==> config.mk <==
export PLATFORM = sky130hd
export DESIGN_NAME = mc_ctrl
export DESIGN_NICKNAME = d
export VERILOG_FILES = /design/src/rtl/mc_ctrl.sv
export SDC_FILE = /design/constraint.sdc
export NUM_CORES = 1
export LEC_CHECK = 0
export ABC_AREA = 1
export CORE_MARGIN = 10
export CORE_UTILIZATION = 30
export CTS_CLUSTER_SIZE = 8
export DETAILED_ROUTE_END_ITERATION = 8
export PLACE_DENSITY = 0.58
export SETUP_SLACK_MARGIN = 0.2
export SKIP_CTS_REPAIR_TIMING = 1
export SYNTH_ARGS = -nofsm -noshare
export SYNTH_HDL_FRONTEND = slang
export SYNTH_SLANG_ARGS = --single-unit
==> constraint.sdc <==
create_clock -name clk -period 2.6 [get_ports clk]
set_input_delay 0.78 -clock clk [delete_from_list [all_inputs] [get_ports clk]]
set_output_delay 0.78 -clock clk [all_outputs]
set_load 0.05 [all_outputs]
==> src/rtl/mc_ctrl.sv <==
// mc_ctrl: multi-cycle MIPS-lite main controller sequencing IF/ID/EXE/MEM/WB
// with req/ack memory handshakes and a retired-instruction counter.
module mc_ctrl #(
   parameter int CNT_W = 32
) (
   input  logic             clk,
   input  logic             rst_n,
   input  logic [5:0]       opcode,
   input  logic [5:0]       funct,
   input  logic             alu_zero,
   input  logic             im_ack,
   input  logic             dm_ack,
   output logic             im_req,
   output logic             ir_wr,
   output logic             pc_wr,
   output logic [1:0]       npc_op,
   output logic             ext_op,
   output logic [1:0]       alu_op,
   output logic             alu_src_b,
   output logic             reg_dst,
   output logic             mem_to_reg,
   output logic             reg_wr,
   output logic             dm_req,
   output logic             dm_we,
   output logic             illegal,
   output logic [CNT_W-1:0] retired
);
   typedef enum logic [2:0] {S_IF, S_ID, S_EXE, S_MEM, S_WB} state_t;
   state_t           r_state, w_next;
   logic [CNT_W-1:0] r_retired;
   logic w_rtype, w_addu, w_subu, w_addiu, w_ori, w_lui, w_lw, w_sw, w_beq, w_j;
   logic w_legal, w_inc, w_alu_phase;
   logic [1:0] w_alu_op;
   assign w_rtype  = opcode == 6'b000000;
   assign w_addu   = w_rtype && funct == 6'b100001;
   assign w_subu   = w_rtype && funct == 6'b100011;
   assign w_addiu  = opcode == 6'b001001;
   assign w_ori    = opcode == 6'b001101;
   assign w_lui    = opcode == 6'b001111;
   assign w_lw     = opcode == 6'b100011;
   assign w_sw     = opcode == 6'b101011;
   assign w_beq    = opcode == 6'b000100;
   assign w_j      = opcode == 6'b000010;
   assign w_legal  = w_addu | w_subu | w_addiu | w_ori | w_lui | w_lw | w_sw | w_beq | w_j;
   assign w_alu_op = (w_subu | w_beq) ? 2'd1 : w_ori ? 2'd2 : w_lui ? 2'd3 : 2'd0;
   // ALU configuration stays driven through MEM/WB so address and result remain stable
   assign w_alu_phase = r_state == S_EXE || r_state == S_MEM || r_state == S_WB;
   assign retired = r_retired;
   always_ff @(posedge clk or negedge rst_n) begin
      if (!rst_n) begin
         r_state   <= S_IF;
         r_retired <= '0;
      end else begin
         r_state   <= w_next;
         r_retired <= r_retired + CNT_W'(w_inc);
      end
   end
   always_comb begin
      w_next     = r_state;
      w_inc      = 1'b0;
      im_req     = 1'b0;
      ir_wr      = 1'b0;
      pc_wr      = 1'b0;
      npc_op     = 2'd0;
      reg_dst    = 1'b0;
      mem_to_reg = 1'b0;
      reg_wr     = 1'b0;
      dm_req     = 1'b0;
      dm_we      = 1'b0;
      illegal    = 1'b0;
      ext_op     = w_addiu | w_lw | w_sw | w_beq;
      alu_op     = w_alu_phase ? w_alu_op : 2'd0;
      alu_src_b  = w_alu_phase & (w_addiu | w_ori | w_lui | w_lw | w_sw);
      case (r_state)
         S_IF: begin
            im_req = 1'b1;
            ir_wr  = im_ack;
            pc_wr  = im_ack;
            w_next = im_ack ? S_ID : S_IF;
         end
         S_ID: begin
            pc_wr   = w_j;
            npc_op  = w_j ? 2'd2 : 2'd0;
            w_inc   = w_j;
            illegal = ~w_legal;
            w_next  = (w_j || !w_legal) ? S_IF : S_EXE;
         end
         S_EXE: begin
            pc_wr  = w_beq & alu_zero;
            npc_op = w_beq ? 2'd1 : 2'd0;
            w_inc  = w_beq;
            w_next = w_beq ? S_IF : (w_lw | w_sw) ? S_MEM : S_WB;
         end
         S_MEM: begin
            dm_req = 1'b1;
            dm_we  = w_sw;
            w_inc  = dm_ack & w_sw;
            w_next = !dm_ack ? S_MEM : w_sw ? S_IF : S_WB;
         end
         S_WB: begin
            reg_wr     = 1'b1;
            reg_dst    = w_rtype;
            mem_to_reg = w_lw;
            w_inc      = 1'b1;
            w_next     = S_IF;
         end
         default: w_next = S_IF;
      endcase
      if (!rst_n)
         {im_req, ir_wr, pc_wr, npc_op, ext_op, alu_op, alu_src_b, reg_dst, mem_to_reg, reg_wr, dm_req, dm_we, illegal} = 15'd0;
   end
endmodule

## Yosys cells after proc, flatten, opt, wreduce, memory -nomap -nowiden

Index checks and enable logic that the tools add are counted.

- Logic and storage cells: 82
- Input port bits: 17
- Register bits after elaboration: 35
- Output and inout port bits: 47

- Add/sub/neg operators: 1
- Bitwise operators: 21
- Equality and inequality tests: 13
- Reduce and logical (&&, ||, !) cells: 8
- Muxes and demuxes: 37

Operators with widths:

| cell | count |
|---|---|
| $add 32x1->32 | 1 |
| $eq 6x6->1 const B | 4 |
| $mux 1 | 21 |
| $eq 6x4->1 const B | 3 |
| $or 1x1->1 | 17 |
| $mux 2 | 8 |
| $mux 3 | 4 |
| $pmux 3 s4 | 1 |
| $eq 3x2->1 const B | 2 |
| $eq 6x2->1 const B | 1 |
| $eq 6x3->1 const B | 1 |
| $logic_not 6->1 | 1 |
| $pmux 1 s4 | 1 |
| $pmux 2 s2 | 1 |
| $and 1x1->1 | 3 |
| $eq 3x1->1 const B | 1 |
| $eq 3x3->1 const B | 1 |
| $logic_not 3->1 | 1 |
| $logic_or 1x1->1 | 3 |
| $pmux 1 s3 | 1 |
| $logic_and 1x1->1 | 2 |
| $logic_not 1->1 | 1 |
| $not 1->1 | 1 |

## Depth between registers and ports, before layout

Gate-level depths: netlist (run 1).

- Word-level depth: 14
- Gate-level depth with buffers: 14
- Gate-level depth less buffers: 14

## Worst setup path before layout (run 1)

OpenSTA, ideal clock, no wires.

- Kind: input -> output
- Start point: in opcode[4]
- End point: out alu_op[1]
- Path buffers: 0
- Data required time: 1,820 ps
- Arrival time: 2,585 ps
- Setup slack: -765 ps
- Stages on the path: 3
- Cell sequence: nor2_1 -> nand2_1 -> nor4_1

- Word-level cells in the longest chain between the ends: 6
- Elaborated cells between the ends (all ways): 11
- Classes of those cells: 3 x eq/ne; 5 x mux; 1 x bitwise; 2 x reduce/logical

Ends and longest elaborated chain:

| item | line | source |
|---|---|---|
| start, declared | 8 | `input logic [5:0] opcode,` |
| $eq 6x4->1 / $logic_not 6->1 (equally long branches) | 39, 34 |  |
| $mux 2 / $logic_and 1x1->1 (equally long branches) | 45, 36 |  |
| $mux 2 / $or 1x1->1 (equally long branches) | 45 | `assign w_alu_op = (w_subu \| w_beq) ? 2'd1 : w_ori ? 2'd2 : w_lui ? 2'd3 : 2'd0;` |
| $mux 2 * | 45 |  |
| $mux 2 * | 72 | `alu_op = w_alu_phase ? w_alu_op : 2'd0;` |
| $mux 2 * | 109 | `if (!rst_n)` |
| end, declared | 18 | `output logic [1:0] alu_op,` |

Every way passes the cells marked *; elsewhere a longest branch is shown, timed or not.

## Worst setup path after layout (run 1)

- Start point: in opcode[5]
- End point: out alu_op[0]

The elaborated chain is that of the path after synthesis.

==> results of run 1 <==
## flip-flops by register name (all words and copies together) (netlist names)
register and count:
retired 32, r_state 3
## per-stage QoR
step / worst slack [ps] / power, mW / instances / instance area, sq um / setup TNS [ps]
3_5_place_dp: -412 / 0.908 / 497 / 3490 / -11480
2_1_floorplan: 101 / 0.763 / 314 / 2420 / 0
5_1_grt: -58.6 / 1.40 / 514 / 3890 / -148
3_3_place_gp: -404 / 0.903 / 497 / 3490 / -11140
4_1_cts: -395 / 1.32 / 504 / 3570 / -3980
6_report: -6.96 / 1.34 / 514 / 3890 / -6.96
## metal layers
layer | part of all wire (%) | GRT usage, %
met1 | 44 | 16.5
met5 | 0 | 0
met2 | 49 | 20.1
met4 | 1.1 | 4.06
met3 | 6.1 | 3.95
## worst min path at each step
stage | from | endpoint | slack [ps]
floorplan | rst_n | r_state[0] | 480
global placement | retired[31] | retired[31] | 470
detailed placement | retired[31] | retired[31] | 470
CTS | retired[31] | retired[31] | 490
global route | retired[15] | retired[15] | 540
finish | retired[31] | retired[31] | 490
## layout by cell type, fill, tap and decap left out, types with 4 or more instances in the layout
cell type / Yosys / final
inv_1: 33 / 23
dlymetal6s2s_1: 0 / 19
nor3_1: 10 / 6
nand3b_1: 8 / 8
xor2_1: 14 / 14
nand3_2: 1 / 5
nand2_1: 97 / 86
nand2_2: 2 / 9
dfrtp_1: 35 / 35
buf_12: 0 / 16
clkdlybuf4s50_1: 0 / 22
buf_4: 0 / 29
nor2_2: 0 / 10
nand2_4: 1 / 4
clkbuf_8: 0 / 6
inv_2: 6 / 15
nand3_1: 20 / 15
nor3_2: 5 / 6
nor2_4: 5 / 19
nand4_1: 4 / 4
nor2_1: 54 / 30
buf_6: 0 / 4
## worst register-to-register path, delay by kind of cell (launching register included)
family                   cells  cell delay, ps
buffers and inverters        3             340
AND/OR/NAND/NOR              9             950
flip-flops                   1             410
adder cells (fa/ha/maj)      2             300
## Yosys cell counts
| cell type | instances |
|---|---|
| inv_2 | 6 |
| nand3b_1 | 8 |
| nor2_1 | 54 |
| nor3_2 | 5 |
| a21oi_1 | 3 |
| xor2_1 | 14 |
| clkbuf_1 | 1 |
| inv_1 | 33 |
| nor3_1 | 10 |
| nand2_4 | 1 |
| nor4_1 | 2 |
| nand3_4 | 1 |
| nor2_8 | 2 |
| ha_1 | 2 |
| nor2_4 | 5 |
| nand4_1 | 4 |
| nand2_2 | 2 |
| nand2_1 | 97 |
| xnor2_1 | 3 |
| nor3b_1 | 1 |
| o21ai_0 | 1 |
| a31oi_1 | 2 |
| and3_1 | 1 |
| nand3_2 | 1 |
| dfrtp_1 | 35 |
| nand3_1 | 20 |
## power by group
part	internal, mW	leakage (nW)	total (mW)	switching, mW
sequential	0.566	0.474	0.603	0.0371
combinational	0.126	1.45	0.324	0.198
clock	0.208	0.0470	0.414	0.206
## cell type report
| cell class | instances | area share [%] |
|---|---|---|
| multi-input cells | 239 | 40.5 |
| repair buffers | 95 | 27.7 |
| flip-flops and latches | 35 | 22.5 |
| inverters | 39 | 3.86 |
| well taps | 99 | 3.18 |
| clock buffers | 6 | 2.12 |
| clock inverters | 1 | 0.129 |
## logic make-up (layout without fill, tap and decap cells)
group,Yosys count,count (layout),share of synthesized area (%)
adder cells (fa/ha/maj),2,2,1.11
flip-flops,35,35,38.8
AND/OR/NAND/NOR,214,214,45.4
XOR/XNOR,17,17,6.59
AO/OA/AOI/OAI,6,6,1.44
buffers and inverters,40,141,6.65
==> metrics.cfg, run 1 <==
[status]
outcome = complete, but fails checks
violations = negative setup slack

[detailed_routing]
num_vias = 2402
wl_per_cell_um = 15.1
postRouteAntennaNets = 0
drcViolationCount = 0
vias_per_cell = 4.67
drt_iter0_drc = 89
drtPass1Iterations = 4
routed_wl_um = 7750

[grt]
grt_pass1_wl_um = 11800
grt_overflow = 0
antenna_found_initial = 0
grt_pass1_vias = 2352
grt.total_usage_pct = 12.9
grt_max_degree = 36

[clock_network]
cts_buffers = 5
cts_tree = built
clk_pin_slew_ps = 80
clockRootBuffer = clkbuf_8
cts.sinks = 35
clkLatencyLatePin_ps = 290
clock_path_buffers = 2
htreeDepth = 2

[worst_hold_path]
hold-path-cell-count = 2
worstHoldPathType = flip-flop to flip-flop

[floorplanning]
die_x_um = 107
die_area_sq_um = 11400
die_h_um = 107
core.rowCount = 31
io_pins = 64
core-area_sq_um = 7290
start_util_pct = 31.0

[final_layout]
fin_util_pct = 53.3
diodes = 0
num-nets-final = 434
area_delta_synth_final_pct = 72.2
regArea_sq_um = 876
multi_input_area_sq_um = 1570
drive_gt1_share_pct = 35.4
n_fill_cell = 711

[sta]
finClkSkew_ps = 8.94
tightest_slew_ps = 526
max_freq_mhz = 384
maxSlewViolCount = 0
setup_viol = 1
finalWorstSetupSlack_ps = -6.96
period_minus_slack_ps = 2610
rsz0062_at_grt = yes
fin_crit_sh_pct = 100
slew_headroom_pct = 64.8
holdWs_ps = 489
finalHoldViolations = 0

[synth]
ys_top_cells_by_area = dfrtp_1 39%, nand2_1 16%, nor2_1 9.0%
yosysTopAreaCell = dfrtp_1
ys_warn_count = 0
syn-num-nets = 333
ys_seq_area_share_pct = 38.8
ys_ff_latch = 35
synth_top_cell_area_share_pct = 38.8
synth.cell_area_sq_um = 2260
synth_cell_types = 26
synth_area_per_cell_sq_um = 7.19
syn_inst = 314

[worst_setup_path]
r2r-end = retired[30]
cp-startpoint = opcode[5]
crit_chain = buf_8 > nor2_4 > buf_4 > nand2_4 > nor2_4 > nand2_1 > nand3_2 > nand2_2 > clkinvlp_4 > buf_12
end_kind = primary output
cp_max_fo = 4
cp.depth = 10
cpPeakStageDelay_ps = 160
cpLargestDelayFamily = simple AND/OR/NAND/NOR gates
timing.critical_path.buf_inv = 4
rr_worst_depth = 14
crit_path_top_delay_cell = nor2_4
crit_type = input port to primary output
reg2reg_slack_ps = 480
r2r-start = r_state[2]
startpoint_type = input port
cp_common_cell = nor2_4
critical_path.endpoint = alu_op[0]
cp.arrival_ps = 1830
cp_data_required_time_ps = 1820

[power]
power_density_nw_per_um2 = 345
ir_drop_uv = 264
p_leak_nw = 1.97

[placement]
globalplace.congestion = 0.870
portBuffers = 63
dp_hpwl_um = 5930

[job]
cap_viol_max_count = 0

Power figures use the tool's default switching activity.
==> run 2: changes to the inputs <==
--- a/config.mk
+++ b/config.mk
@@ -5,12 +5,12 @@
 export SDC_FILE = /design/constraint.sdc
 export NUM_CORES = 1
 export LEC_CHECK = 0
-export ABC_AREA = 1
+export ABC_AREA = 0
 export CORE_MARGIN = 10
 export CORE_UTILIZATION = 30
 export CTS_CLUSTER_SIZE = 8
 export DETAILED_ROUTE_END_ITERATION = 8
-export PLACE_DENSITY = 0.58
+export PLACE_DENSITY = 0.59
 export SETUP_SLACK_MARGIN = 0.2
 export SKIP_CTS_REPAIR_TIMING = 1
 export SYNTH_ARGS = -nofsm -noshare
==> run 2 against run 1 <==
Against the previous run: final area is 1.9% lower; first-iteration DRC count is 9.0% lower; worst setup slack worse by 220 ps; hold slack worse by 180 ps; synthesized area is 15% lower; combinational power is 11% higher; synthesized cell count is 39% lower; the run still ends with negative setup slack left; flip-flop and latch count stayed put; maximum frequency is 7.7% lower; largest cell class unchanged; clock skew is 2.0 ps higher.
==> metrics.cfg, run 2 <==
[worst_setup_path]
cp_data_required_time_ps = 1820  ; about the same
cpPeakStageDelay_ps = 320  ; was 160 ps
cp_max_fo = 6  ; was 4
cp.depth = 6  ; was 10
crit_path_top_delay_cell = nor4_4  ; was nor2_4
end_kind = primary output  ; unchanged
timing.critical_path.buf_inv = 3  ; was 4
crit_type = input port to primary output  ; unchanged
startpoint_type = input port  ; unchanged
crit_chain = buf_8 > nand3b_1 > buf_6 > or2_4 > nor4_4 > buf_12  ; was buf_8 > nor2_4 > buf_4 > nand2_4 > nor2_4 > nand2_1 > nand3_2 > nand2_2 > clkinvlp_4 > buf_12
rr_worst_depth = 10  ; was 14
cpLargestDelayFamily = simple AND/OR/NAND/NOR gates  ; unchanged
cp.arrival_ps = 2050  ; was 1830 ps

[clock_network]
htreeDepth = 2  ; unchanged
clockRootBuffer = clkbuf_8  ; unchanged
cts_buffers = 5  ; unchanged
clkLatencyLatePin_ps = 290  ; about the same
cts_tree = built  ; unchanged
cts.sinks = 35  ; unchanged
clock_path_buffers = 2  ; unchanged
clk_pin_slew_ps = 70  ; was 80 ps

[synth]
synth_top_cell_area_share_pct = 45.7  ; was 38.8%
synth_area_per_cell_sq_um = 10.0  ; was 7.19 sq um
ys_seq_area_share_pct = 45.7  ; was 38.8%
postSynth.asyncResetShare_pct = 100  ; unchanged
synth-main-ff-cell = dfrtp_1  ; unchanged
syn_inst = 191  ; was 314
ys_ff_latch = 35  ; unchanged
synth.most_common_cell = dfrtp_1  ; was nand2_1
synth_common_cells = 35 x dfrtp_1, 22 x xnor2_1, 15 x nand2_1, 15 x nand3_1, 13 x nor2_1  ; was 97 x nand2_1, 54 x nor2_1, 35 x dfrtp_1
yosysTopAreaCell = dfrtp_1  ; unchanged
synth_edf_count = 0  ; unchanged
synth.cell_area_sq_um = 1920  ; was 2260 sq um
synth_cell_types = 40  ; was 26
syn-num-nets = 210  ; was 333
ys_warn_count = 0  ; unchanged
ys_top_cells_by_area = dfrtp_1 46%, xnor2_1 10%, nand3_1 3.9%  ; was dfrtp_1 39%, nand2_1 16%, nor2_1 9.0%

[sta]
fin_crit_sh_pct = 109  ; was 100%
rsz0062_at_grt = yes  ; unchanged
maxSlewViolCount = 0  ; unchanged
tightest_slew_ps = 568  ; was 526 ps
finalHoldViolations = 0  ; unchanged
setup_viol = 29  ; was 1
slew_headroom_pct = 62.1  ; was 64.8%
max_freq_mhz = 354  ; was 384 MHz
finClkSkew_ps = 11.0  ; was 8.94 ps
finalWorstSetupSlack_ps = -225  ; was -6.96 ps
holdWs_ps = 310  ; was 489 ps
period_minus_slack_ps = 2830  ; was 2610 ps
fin_tns_setup_ps = -2450  ; was -6.96 ps

[power]
ir_drop_uv = 375  ; was 264 uV
power_density_nw_per_um2 = 382  ; was 345 nW/um^2
p_leak_nw = 1.80  ; was 1.97 nW

[job]
cap_viol_max_count = 0  ; unchanged

[final_layout]
final_cell_mix = 35 x buf_4, 33 x dfrtp_1, 29 x clkdlybuf4s50_1  ; was 86 x nand2_1, 35 x dfrtp_1, 30 x nor2_1
num-nets-final = 323  ; was 434
largest_reg_flops = 32  ; unchanged
drive_gt1_share_pct = 46.6  ; was 35.4%
mostFrequentLayoutCell = buf_4  ; was nand2_1
n_fill_cell = 477  ; was 711
area_delta_synth_final_pct = 99.3  ; was 72.2%
fin_util_pct = 60.8  ; was 53.3%
design_area_sq_um = 3820  ; was 3890 sq um
diodes = 0  ; unchanged

[floorplanning]
die_area_sq_um = 9980  ; was 11400 sq um
io_pins = 64  ; unchanged
die_x_um = 99.9  ; was 107 um
core-area_sq_um = 6280  ; was 7290 sq um
start_util_pct = 30.5  ; was 31.0%
die_h_um = 99.9  ; was 107 um
core.rowCount = 29  ; was 31

[grt]
antenna_found_initial = 0  ; unchanged
grt_overflow = 0  ; unchanged
grt_max_degree = 27  ; was 36
grt_pass1_wl_um = 9150  ; was 11800 um
grt_pass1_vias = 1802  ; was 2352
grt.total_usage_pct = 11.0  ; was 12.9%

[placement]
dp_hpwl_um = 4380  ; was 5930 um
placed_cell_area_sq_um = 3150  ; was 3490 sq um
pre_cts_slack_ps = -818  ; was -412 ps
globalplace.congestion = 0.820  ; was 0.870
portBuffers = 63  ; unchanged

[detailed_routing]
drtPass1Iterations = 4  ; unchanged
routed_wl_um = 6310  ; was 7750 um
num_vias = 1894  ; was 2402
wl_per_cell_um = 16.5  ; was 15.1 um
drt_iter0_drc = 81  ; was 89
postRouteAntennaNets = 0  ; unchanged
drcViolationCount = 0  ; unchanged
vias_per_cell = 4.96  ; was 4.67

[status]
outcome = complete, but fails checks  ; unchanged
violations = negative setup slack  ; unchanged

[worst_hold_path]
worstHoldPathType = input port to asynchronous set/reset pin  ; was flip-flop to flip-flop

[run 2: per-stage QoR]
stage	instances	power, mW
finish	382	1.46
global route	382	1.52
CTS	362	1.42
detailed placement	354	0.936
global placement	354	0.933
floorplan	191	0.779
[run 2: cell type report]
type | count | area [sq um] | share of cell area (%)
Tap cell | 77 | 96.3 | 2.52
Multi-Input combinational cell | 148 | 1420 | 37.2
Clock buffer | 5 | 68.8 | 1.80
Sequential cell | 35 | 878 | 23.0
Timing Repair Buffer | 114 | 1310 | 34.3
Clock inverter | 3 | 43.8 | 1.15
[run 2: path summary, 6_finish.rpt]
kind / startpoint / endpoint / slack [ps]
worst min register to register: retired[31] / retired[31] / 470
worst max register to register: r_state[2] / retired[24] / 270
min in group clk: retired[31] / retired[31] / 470
worst max-delay path: opcode[2] / mem_to_reg / -230
max in group asynchronous: rst_n / retired[22] / 1750
worst min-delay path: rst_n / r_state[2] / 310
[run 2: where the power goes]
group          total (mW)  switching, mW  leakage [nW]  internal (mW)
combinational       0.361          0.203          1.27          0.158
clock               0.486          0.201        0.0581          0.285
sequential          0.610         0.0418         0.479          0.568
[run 2: worst reg2reg max path, stage by stage (launching register included)]
cell	delay [ps]
dfrtp_2	470
buf_4	170
nand4b_1	230
o221ai_2	250
ha_2	240
ha_4	150
nand2_4	60
nor3_4	230
clkbuf_16	230
nand3_2	70
xnor2_1	150
[run 2: kinds of logic (layout without fill, tap and decap cells)]
kind of cell / count (synthesis) / after routing / synth area share (%)
xor gates and xnor gates: 30 / 30 / 13.7
AOI/OAI and AO/OA: 15 / 15 / 6.66
and+or+nand+nor: 101 / 101 / 30.6
buffers and inverters: 8 / 122 / 2.02
adders and majority gates: 2 / 2 / 1.31
DFF: 35 / 35 / 45.7
[run 2: metal layers]
metal	global-route usage, %	up-vias	wire length, um
met1	13.5	937	2690
met5	0	-	0
met4	3.64	0	65
met3	3.23	4	340
li1	-	915	-
met2	18.1	38	3210
==> run 3: changes to the inputs <==
--- a/config.mk
+++ b/config.mk
@@ -7,10 +7,10 @@
 export LEC_CHECK = 0
 export ABC_AREA = 0
 export CORE_MARGIN = 10
-export CORE_UTILIZATION = 30
+export CORE_UTILIZATION = 46
 export CTS_CLUSTER_SIZE = 8
 export DETAILED_ROUTE_END_ITERATION = 8
-export PLACE_DENSITY = 0.59
+export PLACE_DENSITY = 0.83
 export SETUP_SLACK_MARGIN = 0.2
 export SKIP_CTS_REPAIR_TIMING = 1
 export SYNTH_ARGS = -nofsm -noshare
==> run 3 against run 2 <==
Against the previous run: the flow still finishes with violations (negative setup slack); final cell count decreased by 12%; critical path type unchanged; register-to-register slack worse by 30 ps; critical endpoint is now illegal; combinational power shrank 3%; worst setup slack got worse by 70 ps; count of clock-buffer cells in the layout is 1 higher; hold slack improved by 140 ps.
==> metrics.cfg, run 3 (synthesized netlist as in run 2, its figures left out) <==
[placement]
globalplace.congestion = 0.886  ; was 0.820
dp.cells = 328  ; was 354
dp_hpwl_um = 4520  ; was 4380 um
portBuffers = 63  ; unchanged

[clock_network]
clkLatencyLatePin_ps = 290  ; about the same
cts_buffers = 5  ; unchanged
cts_tree = built  ; unchanged
htreeDepth = 2  ; unchanged
clk_pin_slew_ps = 70  ; about the same
cts.sinks = 35  ; unchanged
clock_path_buffers = 2  ; unchanged
clockRootBuffer = clkbuf_8  ; unchanged

[detailed_routing]
vias_per_cell = 5.74  ; was 4.96
drcViolationCount = 0  ; unchanged
drt_iter0_drc = 124  ; was 81
wl_per_cell_um = 20.1  ; was 16.5 um
drtPass1Iterations = 4  ; unchanged
num_vias = 1941  ; was 1894
postRouteAntennaNets = 0  ; unchanged
routed_wl_um = 6790  ; was 6310 um

[power]
total_power_mw = 1.34  ; was 1.46 mW
p_leak_nw = 1.55  ; was 1.80 nW
power_density_nw_per_um2 = 399  ; was 382 nW/um^2
ir_drop_uv = 279  ; was 375 uV

[sta]
setup_viol = 25  ; was 29
maxSlewViolCount = 0  ; unchanged
max_freq_mhz = 345  ; was 354 MHz
tightest_slew_ps = 532  ; was 568 ps
period_minus_slack_ps = 2900  ; was 2830 ps
fin_crit_sh_pct = 111  ; was 109%
finalWorstSetupSlack_ps = -295  ; was -225 ps
rsz0062_at_grt = yes  ; unchanged
slew_headroom_pct = 64.4  ; was 62.1%
finalHoldViolations = 0  ; unchanged
finClkSkew_ps = 3.91  ; was 11.0 ps

[floorplanning]
core.rowCount = 23  ; was 29
die_x_um = 84.5  ; was 99.9 um
io_pins = 64  ; unchanged
die_area_sq_um = 7150  ; was 9980 sq um
core-area_sq_um = 4030  ; was 6280 sq um
die_h_um = 84.5  ; was 99.9 um
start_util_pct = 47.5  ; was 30.5%

[worst_setup_path]
cpPeakStageDelay_ps = 380  ; was 320 ps
rr_worst_depth = 11  ; was 10
r2r-start = r_state[0]  ; was r_state[2]
crit_chain = buf_8 > buf_6 > or3b_4 > a2111oi_4 > or4b_4 > nor2_4 > buf_12  ; was buf_8 > nand3b_1 > buf_6 > or2_4 > nor4_4 > buf_12
startpoint_type = input port  ; unchanged
crit_path_top_delay_cell = or3b_4  ; was nor4_4
reg2reg_slack_ps = 240  ; was 270 ps
cp_data_required_time_ps = 1820  ; about the same
crit_type = input port to primary output  ; unchanged
cp_max_fo = 5  ; was 6
critical_path.endpoint = illegal  ; was mem_to_reg
r2r-end = retired[10]  ; was retired[24]
end_kind = primary output  ; unchanged
cp.arrival_ps = 2120  ; was 2050 ps
cp-startpoint = opcode[0]  ; was opcode[2]

[worst_hold_path]
worstHoldPathType = input port to asynchronous set/reset pin  ; unchanged

[final_layout]
area_delta_synth_final_pct = 75.1  ; was 99.3%
drive_gt1_share_pct = 35.1  ; was 46.6%
largest_reg_flops = 32  ; unchanged
final_cell_mix = 33 x dfrtp_1, 30 x clkdlybuf4s50_1, 30 x buf_4  ; was 35 x buf_4, 33 x dfrtp_1, 29 x clkdlybuf4s50_1
mostFrequentLayoutCell = dfrtp_1  ; was buf_4
diodes = 0  ; unchanged
num-nets-final = 306  ; was 323
layout.cells.non_filler = 338  ; was 382

[grt]
grt.total_usage_pct = 16.5  ; was 11.0%
antenna_found_initial = 0  ; unchanged
grt_overflow = 0  ; unchanged
grt_pass1_wl_um = 9850  ; was 9150 um
grt_pass1_vias = 1916  ; was 1802
grt_max_degree = 19  ; was 27

[status]
violations = negative setup slack  ; unchanged
outcome = complete, but fails checks  ; unchanged

[job]
cap_viol_max_count = 0  ; unchanged

-- run 3: where the power goes --
group          total (mW)  switching, mW  leakage, nW  internal, mW
Combinational       0.351          0.205         1.03         0.147
Clock               0.384          0.197       0.0412         0.187
Sequential          0.603         0.0349        0.479         0.569
-- run 3: cell type report --
cell class	count	area, sq um
Sequential cell	35	878
Multi-Input combinational cell	148	1240
Tap cell	50	62.6
Clock buffer	6	72.6
Fill cell	213	674
Clock inverter	2	12.5
Timing Repair Buffer	97	1090
-- run 3: layer usage --
| metal | vias up | share of wire, % | track usage, % | wire length, um |
|---|---|---|---|---|
| met5 | - | 0 | 0 | 0 |
| met4 | 0 | 1.6 | 5.84 | 110 |
| met3 | 12 | 6.3 | 5.22 | 425 |
| met2 | 61 | 54 | 28.8 | 3670 |
| met1 | 985 | 38 | 18.4 | 2580 |
| li1 | 883 | - | - | - |
-- run 3: worst min path at each step --
| stage | cells past startpoint | to |
|---|---|---|
| after global placement | 1 | retired[31] |
| after floorplan | 0 | r_state[0] |
| after global routing | 2 | r_state[1] |
| after CTS | 1 | retired[31] |
| after detailed placement | 1 | retired[31] |
| final | 2 | r_state[1] |
-- run 3: metrics by stage --
stage,utilization (%),hold slack [ps],TNS (ps),instance area (sq um),setup slack (ps)
after floorplan,-,484,-5370,2090,-274
after global placement,77.5,461,-25310,3120,-800
after detailed placement,77.5,468,-27580,3120,-844
after CTS,79.7,477,-18680,3210,-844
after global routing,83.3,457,-5270,3350,-342
final,83.3,450,-2380,3350,-295
-- run 3: worst max-delay path: cells and delay by family --
kind	cells	cell delay (ps)
AND/OR/NAND/NOR	3	630
AO/OA/AOI/OAI	1	330
buffers and inverters	3	370
